$ cat config.mk
export PLATFORM = sky130hd
export DESIGN_NAME = add16_seq_flat
export DESIGN_NICKNAME = d
export VERILOG_FILES = /design/src/rtl/add16_seq_if.sv /design/src/rtl/add16_seq.sv /design/src/flat_wrapper.sv
export SDC_FILE = /design/constraint.sdc
export NUM_CORES = 1
export LEC_CHECK = 0
export CAP_MARGIN = 20
export CORE_MARGIN = 2
export CORE_UTILIZATION = 40
export CTS_CLUSTER_DIAMETER = 150
export DETAILED_ROUTE_END_ITERATION = 6
export PLACE_DENSITY = 0.62
export REMOVE_ABC_BUFFERS = 1
export SETUP_SLACK_MARGIN = 0.2
export SLEW_MARGIN = 0
export SYNTH_ARGS = -nofsm -noshare
export SYNTH_HDL_FRONTEND = slang
export SYNTH_SLANG_ARGS = --single-unit
$ cat constraint.sdc
create_clock -name clk -period 2.95 [get_ports clk]
set_input_delay 0.59 -clock clk [delete_from_list [all_inputs] [get_ports clk]]
set_output_delay 0.59 -clock clk [all_outputs]
set_load 0.03 [all_outputs]
$ cat src/rtl/add16_seq_if.sv
// add16_seq_if: operand/result bundle between a control unit and the add16_seq sequencer.
//
// Signals:
//   start    - request; the sequencer accepts it only when idle or finishing
//   op_sub   - 0 = a+b, 1 = a-b; sampled with start
//   a, b     - operands (W = 4*NIBBLES bits); sampled with start
//   busy     - operation in progress
//   done     - one-cycle pulse, result and flags valid
//   result   - sum/difference, held until the next completion
//   c_out    - carry out of the MSB (subtract: 1 = no borrow)
//   overflow - signed two's-complement overflow
//   zero     - result == 0
//
// Modports: master = requester (control unit), slave = the sequencer.

interface add16_seq_if #(
   parameter int unsigned NIBBLES = 4
);
   localparam int unsigned W = 4 * NIBBLES;

   logic         start;
   logic         op_sub;
   logic [W-1:0] a;
   logic [W-1:0] b;
   logic         busy;
   logic         done;
   logic [W-1:0] result;
   logic         c_out;
   logic         overflow;
   logic         zero;

   modport master (
      output start, op_sub, a, b,
      input  busy, done, result, c_out, overflow, zero
   );

   modport slave (
      input  start, op_sub, a, b,
      output busy, done, result, c_out, overflow, zero
   );
endinterface

$ cat src/rtl/add16_seq.sv
// add16_seq: multi-cycle add/subtract sequencer. One 4-bit adder slice is reused across the
// NIBBLES nibbles of the operands, least-significant nibble first, so a W-bit operation takes
// NIBBLES cycles in RUN followed by a single DONE cycle.
//
// Ports:
//   clk    - system clock, rising edge
//   rst    - synchronous reset, active-high; aborts any in-flight operation
//   bus_io - add16_seq_if slave: start/op_sub/a/b in, busy/done/result/flags out

module add16_seq #(
   parameter int unsigned NIBBLES = 4
) (
   input logic        clk,
   input logic        rst,
   add16_seq_if.slave bus_io
);
   localparam int unsigned W       = 4 * NIBBLES;
   localparam int unsigned CntW    = (NIBBLES > 1) ? $clog2(NIBBLES) : 1;
   localparam logic [CntW-1:0] CntLast = CntW'(NIBBLES - 1);

   typedef enum logic [1:0] {
      StIdle,
      StRun,
      StDone
   } state_e;

   state_e          state_q;
   logic [CntW-1:0] cnt_q;
   logic [W-1:0]    a_q;
   logic [W-1:0]    b_q;      // effective operand: already inverted for subtract
   logic [W-1:0]    acc_q;
   logic            carry_q;
   logic            busy_q;
   logic            done_q;
   logic [W-1:0]    result_q;
   logic            c_out_q;
   logic            ovf_q;
   logic            zero_q;

   // Shared 4-bit slice and the accumulator as it will look after this cycle's nibble.
   logic [3:0]   nib_a;
   logic [3:0]   nib_b;
   logic [4:0]   nib_sum;
   logic [W-1:0] acc_d;
   logic         ovf_d;

   always_comb begin
      nib_a   = a_q[{cnt_q, 2'b00} +: 4];
      nib_b   = b_q[{cnt_q, 2'b00} +: 4];
      nib_sum = {1'b0, nib_a} + {1'b0, nib_b} + {4'b0000, carry_q};
      acc_d   = acc_q;
      acc_d[{cnt_q, 2'b00} +: 4] = nib_sum[3:0];
      // Only meaningful on the last nibble, when acc_d holds the full sum.
      ovf_d   = (a_q[W-1] == b_q[W-1]) && (acc_d[W-1] != a_q[W-1]);
   end

   always_ff @(posedge clk) begin
      if (rst) begin
         state_q  <= StIdle;
         cnt_q    <= '0;
         a_q      <= '0;
         b_q      <= '0;
         acc_q    <= '0;
         carry_q  <= 1'b0;
         busy_q   <= 1'b0;
         done_q   <= 1'b0;
         result_q <= '0;
         c_out_q  <= 1'b0;
         ovf_q    <= 1'b0;
         zero_q   <= 1'b0;
      end else begin
         unique case (state_q)
            StIdle, StDone: begin
               done_q <= 1'b0;
               if (bus_io.start) begin
                  a_q     <= bus_io.a;
                  b_q     <= bus_io.op_sub ? ~bus_io.b : bus_io.b;
                  // Carry-in supplies the +1 of the two's complement negation.
                  carry_q <= bus_io.op_sub;
                  cnt_q   <= '0;
                  acc_q   <= '0;
                  busy_q  <= 1'b1;
                  state_q <= StRun;
               end else begin
                  state_q <= StIdle;
               end
            end
            StRun: begin
               acc_q   <= acc_d;
               carry_q <= nib_sum[4];
               if (cnt_q == CntLast) begin
                  result_q <= acc_d;
                  c_out_q  <= nib_sum[4];
                  ovf_q    <= ovf_d;
                  zero_q   <= (acc_d == '0);
                  busy_q   <= 1'b0;
                  done_q   <= 1'b1;
                  state_q  <= StDone;
               end else begin
                  cnt_q <= cnt_q + 1'b1;
               end
            end
            default: begin
               busy_q  <= 1'b0;
               done_q  <= 1'b0;
               state_q <= StIdle;
            end
         endcase
      end
   end

   assign bus_io.busy     = busy_q;
   assign bus_io.done     = done_q;
   assign bus_io.result   = result_q;
   assign bus_io.c_out    = c_out_q;
   assign bus_io.overflow = ovf_q;
   assign bus_io.zero     = zero_q;

endmodule

$ cat src/flat_wrapper.sv
// flat-port wrapper written by rule: the top's interface ports become plain ports
module add16_seq_flat 
#(
   parameter int unsigned NIBBLES = 4
)
  (clk, rst, bus_io_start, bus_io_op_sub, bus_io_a, bus_io_b, bus_io_busy, bus_io_done, bus_io_result, bus_io_c_out, bus_io_overflow, bus_io_zero);
  add16_seq_if #(.NIBBLES(NIBBLES)) bus_io_i ();
  input logic clk;
  input logic rst;
  input wire logic [$bits(bus_io_i.start)-1:0] bus_io_start;
  input wire logic [$bits(bus_io_i.op_sub)-1:0] bus_io_op_sub;
  input wire logic [$bits(bus_io_i.a)-1:0] bus_io_a;
  input wire logic [$bits(bus_io_i.b)-1:0] bus_io_b;
  output wire logic [$bits(bus_io_i.busy)-1:0] bus_io_busy;
  output wire logic [$bits(bus_io_i.done)-1:0] bus_io_done;
  output wire logic [$bits(bus_io_i.result)-1:0] bus_io_result;
  output wire logic [$bits(bus_io_i.c_out)-1:0] bus_io_c_out;
  output wire logic [$bits(bus_io_i.overflow)-1:0] bus_io_overflow;
  output wire logic [$bits(bus_io_i.zero)-1:0] bus_io_zero;
  assign bus_io_i.start = bus_io_start;
  assign bus_io_i.op_sub = bus_io_op_sub;
  assign bus_io_i.a = bus_io_a;
  assign bus_io_i.b = bus_io_b;
  assign bus_io_busy = bus_io_i.busy;
  assign bus_io_done = bus_io_i.done;
  assign bus_io_result = bus_io_i.result;
  assign bus_io_c_out = bus_io_i.c_out;
  assign bus_io_overflow = bus_io_i.overflow;
  assign bus_io_zero = bus_io_i.zero;
  add16_seq #(.NIBBLES(NIBBLES)) u_core (.clk(clk), .rst(rst), .bus_io(bus_io_i));
endmodule
==> impl_metrics.ini <==
[layout]
area_growth_pct = 27.89
finalNetCount = 485
stdcell_count = 549
fin_util_pct = 52.63
seq_area_um2 = 1445
mostFrequentLayoutCells = dfxtp_1, clkdlybuf4s50_1, nand2_1
fillers = 785
antenna_cells = 0
final_common_cell = dfxtp_1
multiInputGateArea_um2 = 1794
drive_above_1_share_pct = 10.59

[synthesis]
seq_area_frac_synth_pct = 42.84
synth.distinct_cells = 38
synth_warnings = 0
synth_top_area_share_pct = 42.84
netlist_area_um2 = 3364
synthTopCellsByArea = dfxtp_1, nand2_1, nor2_1, a211oi_1, mux4_2
synth_cells = 392
yosysTopAreaCell = dfxtp_1
syn_area_per_cell_um2 = 8.583
synth_seq_cells = 72

[floorplanning]
die_height_um = 95.71
rows = 33
initial_utilization_pct = 41.15
core-area_um2 = 8175
die_area_um2 = 9160
die_w_um = 95.71
num_io_pins = 57

[global_routing]
grt_max_degree = 62
grt_usage_pct = 18.68
antenna_found_initial = 0
grt_pass1_vias = 2715
grt_pass1_wl_um = 13050
overflow = 0

[clocking]
h-tree-depth = 3
cts_hold_buffers = 0
cts-buffers-inserted = 9
cts_max_path_buffers = 2
cts_tree = done
cts.sinks = 72
cts-root-buf = clkbuf_8
clk-insertion-delay-late_ns = 0.35
clk_pin_slew_ns = 0.07

[timing]
whs_ns = 0.4566
finalCritPeriodShare_pct = 88.00
tns_ns = 0
finalHoldViolations = 0
worstMarginPinSlew_ns = 0.7428
rsz0062_at_grt = false
fin_skew_ns = 0.01024
fmax_mhz = 385.2
final_max_slew_viol_count = 0
period_minus_slack_ns = 2.596
relSlewSlack_pct = 50.37
setup_viol = 0

[setup_path]
worstSetupStartpointType = flip-flop
worstSetupEndpointType = flip-flop
cp.arrival_ns = 2.86
crit_fanout = 4
critPathRequiredTime_ns = 3.21
worstSetupPathType = flip-flop to flip-flop

[detailed_routing]
drc = 0
drtIter0Drc = 104
wire_per_inst_um = 14.17
vias = 2841
drt-total-wl_um = 7778
viasPerCell = 5.175
drtAntennaViolNets = 0
dr.pass1.iters = 4

[min_path]
hp-class = flip-flop to flip-flop

[power]
power.total_mw = 2.277
power_leakage_nw = 1.541
max-vdd-ir-drop_v = 0.0002245
power_density_nw_per_um2 = 529.1

[run_status]
status = complete, no violations

[placed_design]
dpl.cell_count = 532
port_buffers = 56
hpwl_um = 5575
gp_congestion = 0.8716

[job]
maxCapViolations = 0
## per-stage QoR
| stage | instance area (µm²) | setup WS [ns] |
|---|---|---|
| 2_1_floorplan | 3239 | -0.2048 |
| 3_3_place_gp | 4041 | 0.2995 |
| 3_5_place_dp | 4041 | 0.1898 |
| 4_1_cts | 4269 | 0.2109 |
| 5_1_grt | 4303 | 0.2101 |
| 6_report | 4303 | 0.3540 |
## worst max-delay path, stage by stage (launching register included)
cell and delay (ns):
dfxtp_4 0.38, mux4_2 0.53, fa_2 0.50, nor2b_1 0.19
a31oi_1 0.28, nand4_1 0.14, a211o_1 0.26, o31ai_2 0.24
## cell usage after synthesis
master / number
nand2_1: 53
fa_1: 2
o31ai_2: 1
buf_2: 4
nand3_1: 5
and2_1: 1
a31oi_1: 10
a21o_1: 2
or4_1: 1
nor3b_1: 2
clkbuf_1: 28
nand3b_1: 2
nand4_1: 2
and2b_4: 1
o21ai_0: 15
mux2i_1: 1
a211oi_1: 25
a211o_1: 1
and3b_1: 1
xnor2_1: 18
nor2b_1: 17
o32a_1: 1
o22ai_1: 1
dfxtp_1: 72
nand2_4: 1
nand2b_1: 5
nor3_1: 3
mux4_2: 8
nor4_1: 1
nor2_1: 52
a21oi_1: 26
inv_1: 10
a311oi_1: 1
a22oi_1: 3
ha_1: 8
a41oi_1: 2
a32oi_1: 5
o21a_1: 1
## per-layer routing
| layer | routed length (µm) | vias up | GRT usage (%) |
|---|---|---|---|
| met5 | 0 | - | 0 |
| met4 | 110 | 0 | 7.143 |
| met3 | 360 | 9 | 4.542 |
| met2 | 3742 | 79 | 30.89 |
| met1 | 3565 | 1297 | 23.58 |
| li1 | - | 1456 | - |
## power by group
group / leakage [nW] / switching (mW) / internal [mW] / total, mW
Sequential: 0.588 / 0.0277 / 1.01 / 1.04
Combinational: 0.840 / 0.204 / 0.174 / 0.378
Clock: 0.113 / 0.381 / 0.477 / 0.858
## cell type report
class,count,area share (%)
well taps,105,3.053
flip-flops and latches,72,33.59
multi-input cells,278,41.70
inverters,10,0.8723
repair buffers,68,15.67
clock inverters,7,2.239
clock buffers,9,2.879
## final timing paths
kind / slack, ns / to / from / depth (start not counted)
hold reg to reg: 0.46 / u_core.a_q[6] / u_core.a_q[6] / 2
setup reg to reg: 0.35 / u_core.bus_io.zero / u_core.cnt_q[0] / 7
hold / removal: 0.46 / u_core.a_q[6] / u_core.a_q[6] / 2
setup / recovery: 0.35 / u_core.bus_io.zero / u_core.cnt_q[0] / 7
## flip-flops by register name, summed over array words and instances (netlist names)
name                    cells
u_core.a_q                 16
u_core.acc_q               14
u_core.b_q                 16
u_core.bus_io.busy          1
u_core.bus_io.c_out         1
u_core.bus_io.done          1
u_core.bus_io.overflow      1
u_core.bus_io.result       16
u_core.bus_io.zero          1
u_core.carry_q              1
u_core.cnt_q                2
u_core.state_q              2
## kinds of logic after synthesis
family / count (synthesis) / synth area share, %
adder cells (fa/ha/maj): 10 / 4.165
multiplexers: 9 / 5.653
XOR/XNOR: 18 / 4.686
buffers and inverters: 42 / 4.835
AND/OR/NAND/NOR: 147 / 19.75
AO/OA/AOI/OAI: 94 / 18.07
flip-flops: 72 / 42.84
## timing repair
action                     4_1_cts  5_1_grt
pin swaps                        1        2
setup buffers                    1        0
setup endpoints to repair        1       16
resized for setup                0        8
(Power assumes the default switching activity.)
